## config.mk

```make
export PLATFORM = sky130hd
export DESIGN_NAME = fifo_frame_tx
export DESIGN_NICKNAME = d
export VERILOG_FILES = /design/src/rtl/fifo_frame_tx.sv
export SDC_FILE = /design/constraint.sdc
export NUM_CORES = 1
export LEC_CHECK = 0
export ABC_AREA = 1
export BUFFER_PORTS_ARGS = -buffer_cell sky130_fd_sc_hd__buf_4
export CORE_MARGIN = 3
export CORE_UTILIZATION = 55
export CTS_CLUSTER_DIAMETER = 30
export DETAILED_ROUTE_END_ITERATION = 12
export MAX_ROUTING_LAYER = met4
export PLACE_DENSITY = 0.78
export SLEW_MARGIN = 20
export SYNTH_ARGS = -nofsm -noshare
export SYNTH_HDL_FRONTEND = slang
export SYNTH_SLANG_ARGS = --single-unit
```

## constraint.sdc

```tcl
create_clock -name clk -period 2 [get_ports clk]
set_input_delay 0.4 -clock clk [delete_from_list [all_inputs] [get_ports clk]]
set_output_delay 0.4 -clock clk [all_outputs]
set_load 0.02 [all_outputs]
```

## src/rtl/fifo_frame_tx.sv

```systemverilog
// FIFO read-side drain: bypassing 2-entry skid buffer feeding a framed valid/ready stream.
// Optional trailing checksum word is enabled with `define FIFO_FRAME_TX_CSUM_EN.
module fifo_frame_tx #(
  parameter int DATA_WIDTH = 8,
  parameter int FRAME_LEN  = 4,
  parameter int CNT_WIDTH  = 16
) (
  input  logic                  clk,
  input  logic                  rst,
  input  logic                  fifo_empty,
  output logic                  fifo_rd,
  input  logic [DATA_WIDTH-1:0] fifo_data,
  output logic                  m_valid,
  input  logic                  m_ready,
  output logic [DATA_WIDTH-1:0] m_data,
  output logic                  m_sop,
  output logic                  m_eop,
  output logic [CNT_WIDTH-1:0]  frames_sent
);

  localparam int IDXW = (FRAME_LEN > 2) ? $clog2(FRAME_LEN) : 1;
  localparam logic [IDXW-1:0] LAST_IDX = IDXW'(FRAME_LEN - 1);

  localparam logic [1:0] ST_IDLE = 2'd0;
  localparam logic [1:0] ST_DATA = 2'd1;
`ifdef FIFO_FRAME_TX_CSUM_EN
  localparam logic [1:0] ST_CSUM = 2'd2;
`endif

  logic                  inflight_q;
  logic [DATA_WIDTH-1:0] skid_mem_q [2];
  logic                  skid_wp_q, skid_rp_q;
  logic [1:0]            skid_cnt_q, skid_cnt_d;
  logic [1:0]            state_q, state_d;
  logic [IDXW-1:0]       idx_q, idx_d;
  logic                  m_valid_q, m_valid_d;
  logic [DATA_WIDTH-1:0] m_data_q, m_data_d;
  logic                  m_sop_q, m_sop_d;
  logic                  m_eop_q, m_eop_d;
  logic [CNT_WIDTH-1:0]  frames_q, frames_d;
`ifdef FIFO_FRAME_TX_CSUM_EN
  logic [DATA_WIDTH-1:0] acc_q, acc_d;
  logic                  load_csum;
`endif

  logic                  skid_has, skid_avail, out_free, load_word;
  logic                  skid_push, skid_pop, rd_eff;
  logic [DATA_WIDTH-1:0] skid_head;

  // An empty skid buffer passes the arriving FIFO word straight through, which
  // keeps occupancy at zero and sustains one word per cycle under the issue rule.
  assign skid_has   = (skid_cnt_q != 2'd0);
  assign skid_avail = skid_has | inflight_q;
  assign skid_head  = skid_has ? skid_mem_q[skid_rp_q] : fifo_data;
  assign out_free   = ~m_valid_q | m_ready;
`ifdef FIFO_FRAME_TX_CSUM_EN
  assign load_word  = out_free & skid_avail & (state_q != ST_CSUM);
  assign load_csum  = out_free & (state_q == ST_CSUM);
`else
  assign load_word  = out_free & skid_avail;
`endif
  assign skid_pop   = load_word & skid_has;
  assign skid_push  = inflight_q & ~(load_word & ~skid_has);

  assign fifo_rd = ~fifo_empty & ((skid_cnt_q + {1'b0, inflight_q}) < 2'd2);
  assign rd_eff  = fifo_rd & ~fifo_empty;

  always_comb begin
    skid_cnt_d = skid_cnt_q;
    if (skid_push & ~skid_pop)      skid_cnt_d = skid_cnt_q + 2'd1;
    else if (~skid_push & skid_pop) skid_cnt_d = skid_cnt_q - 2'd1;
  end

  always_comb begin
    state_d   = state_q;
    idx_d     = idx_q;
    m_valid_d = m_valid_q;
    m_data_d  = m_data_q;
    m_sop_d   = m_sop_q;
    m_eop_d   = m_eop_q;
    frames_d  = frames_q;
`ifdef FIFO_FRAME_TX_CSUM_EN
    acc_d     = acc_q;
`endif
    if (m_valid_q & m_ready & m_eop_q) frames_d = frames_q + CNT_WIDTH'(1);
    if (out_free) m_valid_d = 1'b0;

    if (load_word) begin
      m_valid_d = 1'b1;
      m_data_d  = skid_head;
      m_sop_d   = (state_q == ST_IDLE);
      m_eop_d   = 1'b0;
`ifdef FIFO_FRAME_TX_CSUM_EN
      acc_d     = (state_q == ST_IDLE) ? skid_head : acc_q + skid_head;
`endif
      if (state_q == ST_IDLE) begin
        state_d = ST_DATA;
        idx_d   = IDXW'(1);
      end else if (idx_q == LAST_IDX) begin
        idx_d = '0;
`ifdef FIFO_FRAME_TX_CSUM_EN
        state_d = ST_CSUM;
`else
        m_eop_d = 1'b1;
        state_d = ST_IDLE;
`endif
      end else begin
        idx_d = idx_q + IDXW'(1);
      end
    end
`ifdef FIFO_FRAME_TX_CSUM_EN
    else if (load_csum) begin
      m_valid_d = 1'b1;
      m_data_d  = acc_q;
      m_sop_d   = 1'b0;
      m_eop_d   = 1'b1;
      state_d   = ST_IDLE;
    end
`endif
  end

  // Skid storage holds no control state, so it needs no reset.
  always_ff @(posedge clk) begin
    if (skid_push) skid_mem_q[skid_wp_q] <= fifo_data;
  end

  always_ff @(posedge clk) begin
    if (rst) begin
      inflight_q <= 1'b0;
      skid_wp_q  <= 1'b0;
      skid_rp_q  <= 1'b0;
      skid_cnt_q <= 2'd0;
      state_q    <= ST_IDLE;
      idx_q      <= '0;
      m_valid_q  <= 1'b0;
      m_data_q   <= '0;
      m_sop_q    <= 1'b0;
      m_eop_q    <= 1'b0;
      frames_q   <= '0;
`ifdef FIFO_FRAME_TX_CSUM_EN
      acc_q      <= '0;
`endif
    end else begin
      inflight_q <= rd_eff;
      if (skid_push) skid_wp_q <= ~skid_wp_q;
      if (skid_pop)  skid_rp_q <= ~skid_rp_q;
      skid_cnt_q <= skid_cnt_d;
      state_q    <= state_d;
      idx_q      <= idx_d;
      m_valid_q  <= m_valid_d;
      m_data_q   <= m_data_d;
      m_sop_q    <= m_sop_d;
      m_eop_q    <= m_eop_d;
      frames_q   <= frames_d;
`ifdef FIFO_FRAME_TX_CSUM_EN
      acc_q      <= acc_d;
`endif
    end
  end

  assign m_valid     = m_valid_q;
  assign m_data      = m_data_q;
  assign m_sop       = m_sop_q;
  assign m_eop       = m_eop_q;
  assign frames_sent = frames_q;

endmodule

```

======== After elaboration in Yosys (flattened, before gate mapping) ========
Memories as Yosys holds them, arrays and structs flattened. A register that Yosys moved wholly into a read port is not among the register bits.
Cells that the tools add are included.
operators by class
  shifts and indexed selects .............. 0
  $lt $le $gt $ge ......................... 1
  multipliers ............................. 0
  bitwise gates (word level) .............. 20
  eq/ne operators ......................... 1
  reduce and logical (&&, ||, !) cells .... 6
  divide/modulo/power cells ............... 0
  add/sub/neg operators ................... 5
  multiplexer cells ....................... 15
operator list
  operator               count
  $add 16x1->16 const B  1
  $mux 2                 6
  $and 1x1->1            10
  $mux 1                 8
  $mux 8                 1
  $not 1->1              8
  $reduce_bool 2->1      4
  $add 2x1->2 const B    2
  $add 2x1->2            1
  $eq 2x2->1 const B     1
  $logic_not 2->1        1
  $lt 2x2->1 const B     1
  $or 1x1->1             2
  $reduce_and 2->1       1
  $sub 2x1->2 const B    1
storage, ports and cells
  register bits ........................... 36
  ROM bits ................................ 0
  output and inout bits ................... 28
  memory bits (writable) .................. 16
  latch bits .............................. 0
  memories ................................ 1
  input bits .............................. 12
  word-level logic and storage cells ...... 60
memories
  memory      depth  width  read ports  clocked after Yosys merged registers in  write ports  RTL line  RTL
  skid_mem_q  2      8      1           1                                        1            31        logic [DATA_WIDTH-1:0] skid_mem_q [2];

======== Longest topological paths before layout ========
  depth after elaboration ................. 10
  gate-level depth with buffers ........... 10
  depth with buffers taken out ............ 9

======== Worst setup path before layout ========
No wires, ideal clock.
  kind .................................... register -> register
  start ................................... register m_valid_q (netlist: m_valid)
  end ..................................... memory skid_mem_q[0][0] (enable)
  arrival ................................. 1.345 ns
  clock period less this slack ............ 1.715 ns
  required time ........................... 1.630 ns
  buffers on the path ..................... 0
  setup time .............................. 0.370 ns
  cell stages (with the launch flop) ...... 7
  slack ................................... 0.285 ns
  cells stage by stage .................... dfxtp_1 -> inv_2 -> nor2_4 -> inv_2 -> a21oi_2 -> inv_1 -> nor2_1
between the ends
  longest elaborated chain between the ends .. 8
RTL lines
  element                       RTL line  RTL
  start, declared               36        logic m_valid_q, m_valid_d;
  start signal, assigned        150       m_valid_q <= m_valid_d;
  $not 1->1                     55        assign out_free = ~m_valid_q | m_ready;
  $or 1x1->1                    55
  $and 1x1->1                   60        assign load_word = out_free & skid_avail;
  $and 1x1->1                   63        assign skid_push = inflight_q & ~(load_word & ~skid_has);
  $not 1->1                     63
  $and 1x1->1                   63
  named net skid_push           47        logic skid_push, skid_pop, rd_eff;
  $mux 1                        124       if (skid_push) skid_mem_q[skid_wp_q] <= fifo_data;
  $mux 1 (not written as such)  124
  end, declared                 31
The timed path passes the listed nets, and every way through them passes these cells.

======== Final worst setup path ========
  start ................................... register skid_cnt_q[0]
  end ..................................... register skid_cnt_q[1]
between the ends
  longest elaborated chain between the ends .. 9
  elaborated cells on any way between the ends .. 17
  classes of those cells .................. add/sub: 2; mux: 2; bitwise: 11; reduce/logical: 2
RTL lines
  element                             RTL line  RTL
  start, declared                     33        logic [1:0] skid_cnt_q, skid_cnt_d;
  start signal, assigned              147       skid_cnt_q <= skid_cnt_d;
  $reduce_bool 2->1                   52        assign skid_has = (skid_cnt_q != 2'd0);
  $or 1x1->1                          53        assign skid_avail = skid_has | inflight_q;
  $and 1x1->1                         60
  $and 1x1->1                         63
  $not 1->1                           63
  $and 1x1->1                         63
  $not 1->1                           71        else if (~skid_push & skid_pop) skid_cnt_d = skid_cnt_q - 2'd1;
  $and 1x1->1                         71
  $reduce_bool 2->1 (no source line)  --
Parallel ways exist; a longest one is shown, timed or not. The select of a mux whose other input is x is not followed.
A chain may end at the register's enable or synchronous reset.

==> key figures <==
Clocking
  • Post-CTS Resized: 0
  • CTS tree: yes
  • CTS clk-pin slew, worst paths: about 0.080 ns
  • Clk root buf: clkbuf_8
  • H-tree Lvls: 2
  • Post-CTS Hold Buffers: 0
  • Worst-Skew Late Latency: roughly 0.30 ns
  • Clock buffer depth: 2
  • Post-CTS setup buffers: 0
  • Clk sink count: 52
  • CTS Buf Count: 5

Die
  • I/O pin count: 40
  • Die Y: 71.0 um
  • Die width: 71.0 um
  • CORE AREA: approximately 3900 sq um
  • Initial core utilization: 60.3%
  • FP Rows: 22
  • Area of the die: a little over 5000 sq um

Route
  • Wire per inst: 12.2 um
  • DRT iter0 DRCs: 83
  • Vias: 1887
  • DRT Wirelength: 4520 um
  • First drt pass iteration count: 4
  • Via density: 5.09
  • Antenna-violating nets left: 0
  • DRC violations left: 0

Global route
  • Largest net degree at the start of global routing: 17
  • Grt ovf: 0
  • Vias in the first global route: about 1600
  • Total GRT Usage: between 10% and 20%
  • Initial antenna violation count: 0
  • First-pass GRT wire length: 7400 um

Logic synthesis
  • Area contributors post-synth: dfxtp_1 (31%), edfxtp_1 (21%), nand2_1 (9.5%)
  • Post-synth cell types: 31
  • Most used DFF post-synth: dfxtp_1
  • Post-Syn Area: between 2000 and 2500 sq um
  • Ys Warns: 0
  • Sequential area share after synthesis: 51.7%
  • Area leader, netlist: dfxtp_1
  • Syn Nets: 296
  • Post-synthesis cell count: 281
  • Post-synthesis async set-or-reset flop share: 0%
  • FF+latch count, synth: 52
  • Synth cell count leaders: nand2_1 (59), inv_1 (39), dfxtp_1 (36)
  • Area fraction of the dominant cell type after synthesis: around 31%
  • Average cell area after synthesis: 8.26 sq um
  • Most common cell in the synthesized netlist: nand2_1
  • Post-synth EDFFs: 16

STA
  • Max-slew violation count: 0
  • Clk_skew: 0.0110 ns
  • Fin crit share: between 80% and 90%
  • Worst-margin pin slew: 0.502 ns
  • Relative slew slack: 66.5%
  • Tmin final: 1.78 ns
  • Setup TNS: 0 ns
  • Final hold vios: 0
  • Worst setup margin: ~0.22 ns
  • Setup-failing EPs final: 0
  • RSZ-0062 raised after global routing: false
  • Fmax: 561 MHz

Placed design
  • Cell total after placement: 363
  • IO buf count: 39
  • Final weighted congestion in routability-driven placement: 0.815
  • Post-DP Area: between 2000 and 3000 sq um
  • Hpwl dp: 3280 um
  • DP Worst Slack: 0.194 ns

Setup path
  • R2R cell count: 8
  • Data arrival time of the critical path: 1.96 ns
  • Worst setup EP type: register
  • Crit path max fanout: 12
  • CP startpoint kind: register
  • CP Data Required Time: around 2.2 ns
  • CP Class: reg -> reg

Worst hold path
  • Hold depth: 2
  • Hold WC Path Type: in -> reg

Run status
  • Status: finished clean

Power and ir drop
  • Final Power: 3000 uW
  • Pwr dens: roughly 1100 nW/um^2
  • Max VDD drop: 817 uV
  • LEAKAGE: 0.00120 uW

Flow run
  • MaxCap Viol Count: 0

Finish
  • Net count reported at finish: 337
  • Filler cell count: around 310
  • Number of inserted diodes: 0
  • Layout cells sized above 1: 20.7%
  • Post-route cell area: 2720 sq um
  • Layout Area Growth over Synthesis: 17.3%
  • Final non-filler cell total: 371
==> path summary, 6_finish.rpt <==
path,slack (ns),startpoint,end
setup reg to reg,0.22,skid_cnt_q[0],skid_cnt_q[1]
hold reg to reg,0.46,skid_rp_q,register
setup / recovery,0.22,skid_cnt_q[0],skid_cnt_q[1]
hold / removal,0.28,fifo_empty,inflight_q
==> through the flow <==
| stage | util [%] | hold slack, ns |
|---|---|---|
| 2_1_floorplan | - | 0.431 |
| 3_3_place_gp | 68.5 | 0.442 |
| 3_5_place_dp | 68.5 | 0.457 |
| 4_1_cts | 70.6 | 0.270 |
| 5_1_grt | 70.7 | 0.272 |
| 6_report | 70.7 | 0.279 |
==> state kept, by name (all words and copies together) (netlist names), 2 cells and up, named ones only <==
signal / flops
frames_sent: 16
idx_q: 2
m_data: 8
skid_cnt_q: 2
skid_mem_q: 16
==> routing by layer <==
layer,global-route usage (%),vias to the layer above,wire (um)
li1,-,987,-
met1,25.7,835,2190
met2,28.1,58,1970
met3,3.84,7,303
met4,6.05,0,59
met5,-,-,0
==> cell type report <==
type	count	area, sq um	share of cell area (%)
well taps	48	60.1	2.20
clock buffers	6	72.6	2.66
repair buffers	43	323	11.9
clock inverters	2	7.51	0.276
flip-flops and latches	52	1200	44.1
inverters	44	165	6.06
multi-input cells	176	895	32.8
==> logic make-up (layout without fill, tap and decap cells) <==
family | after synthesis | in the layout | share of synthesized area, %
adders and majority gates | 3 | 3 | 1.62
buffers and inverters | 53 | 95 | 9.86
xor gates and xnor gates | 1 | 1 | 0.377
DFF | 52 | 52 | 51.7
and+or+nand+nor | 132 | 132 | 26.5
AOI/OAI and AO/OA | 40 | 40 | 9.91
==> critical path, cell delays in order, from the launching register on <==
cell and delay (ns):
dfxtp_1 0.38, nor2_2 0.10, nor2_4 0.28, inv_1 0.08
ha_1 0.31, a21oi_1 0.14, o21ai_0 0.14, o21ai_0 0.18
a21oi_1 0.05
==> report_power, final <==
group	switching, uW	leakage [uW]	internal, uW	total [uW]
registers	137	0.000439	1280	1410
clock network	320	0.0000403	239	559
logic	634	0.000718	391	1020
==> placed cells by master (no fill, tap or decap), types with 2 or more instances in the layout <==
cell      instances
a21oi_1          14
buf_4            43
clkbuf_8          5
clkinv_1          4
dfxtp_1          36
edfxtp_1         16
ha_1              3
inv_1            39
inv_2             3
nand2_1          59
nand2_2           5
nand3_1          19
nand3_2           2
nand4_1           5
nor2_1           28
nor2_2            2
nor2_4            5
nor3_1            4
o211ai_1          8
o21ai_0           7
o21ai_1           7
Note: power is estimated with default switching activity, not from simulation.
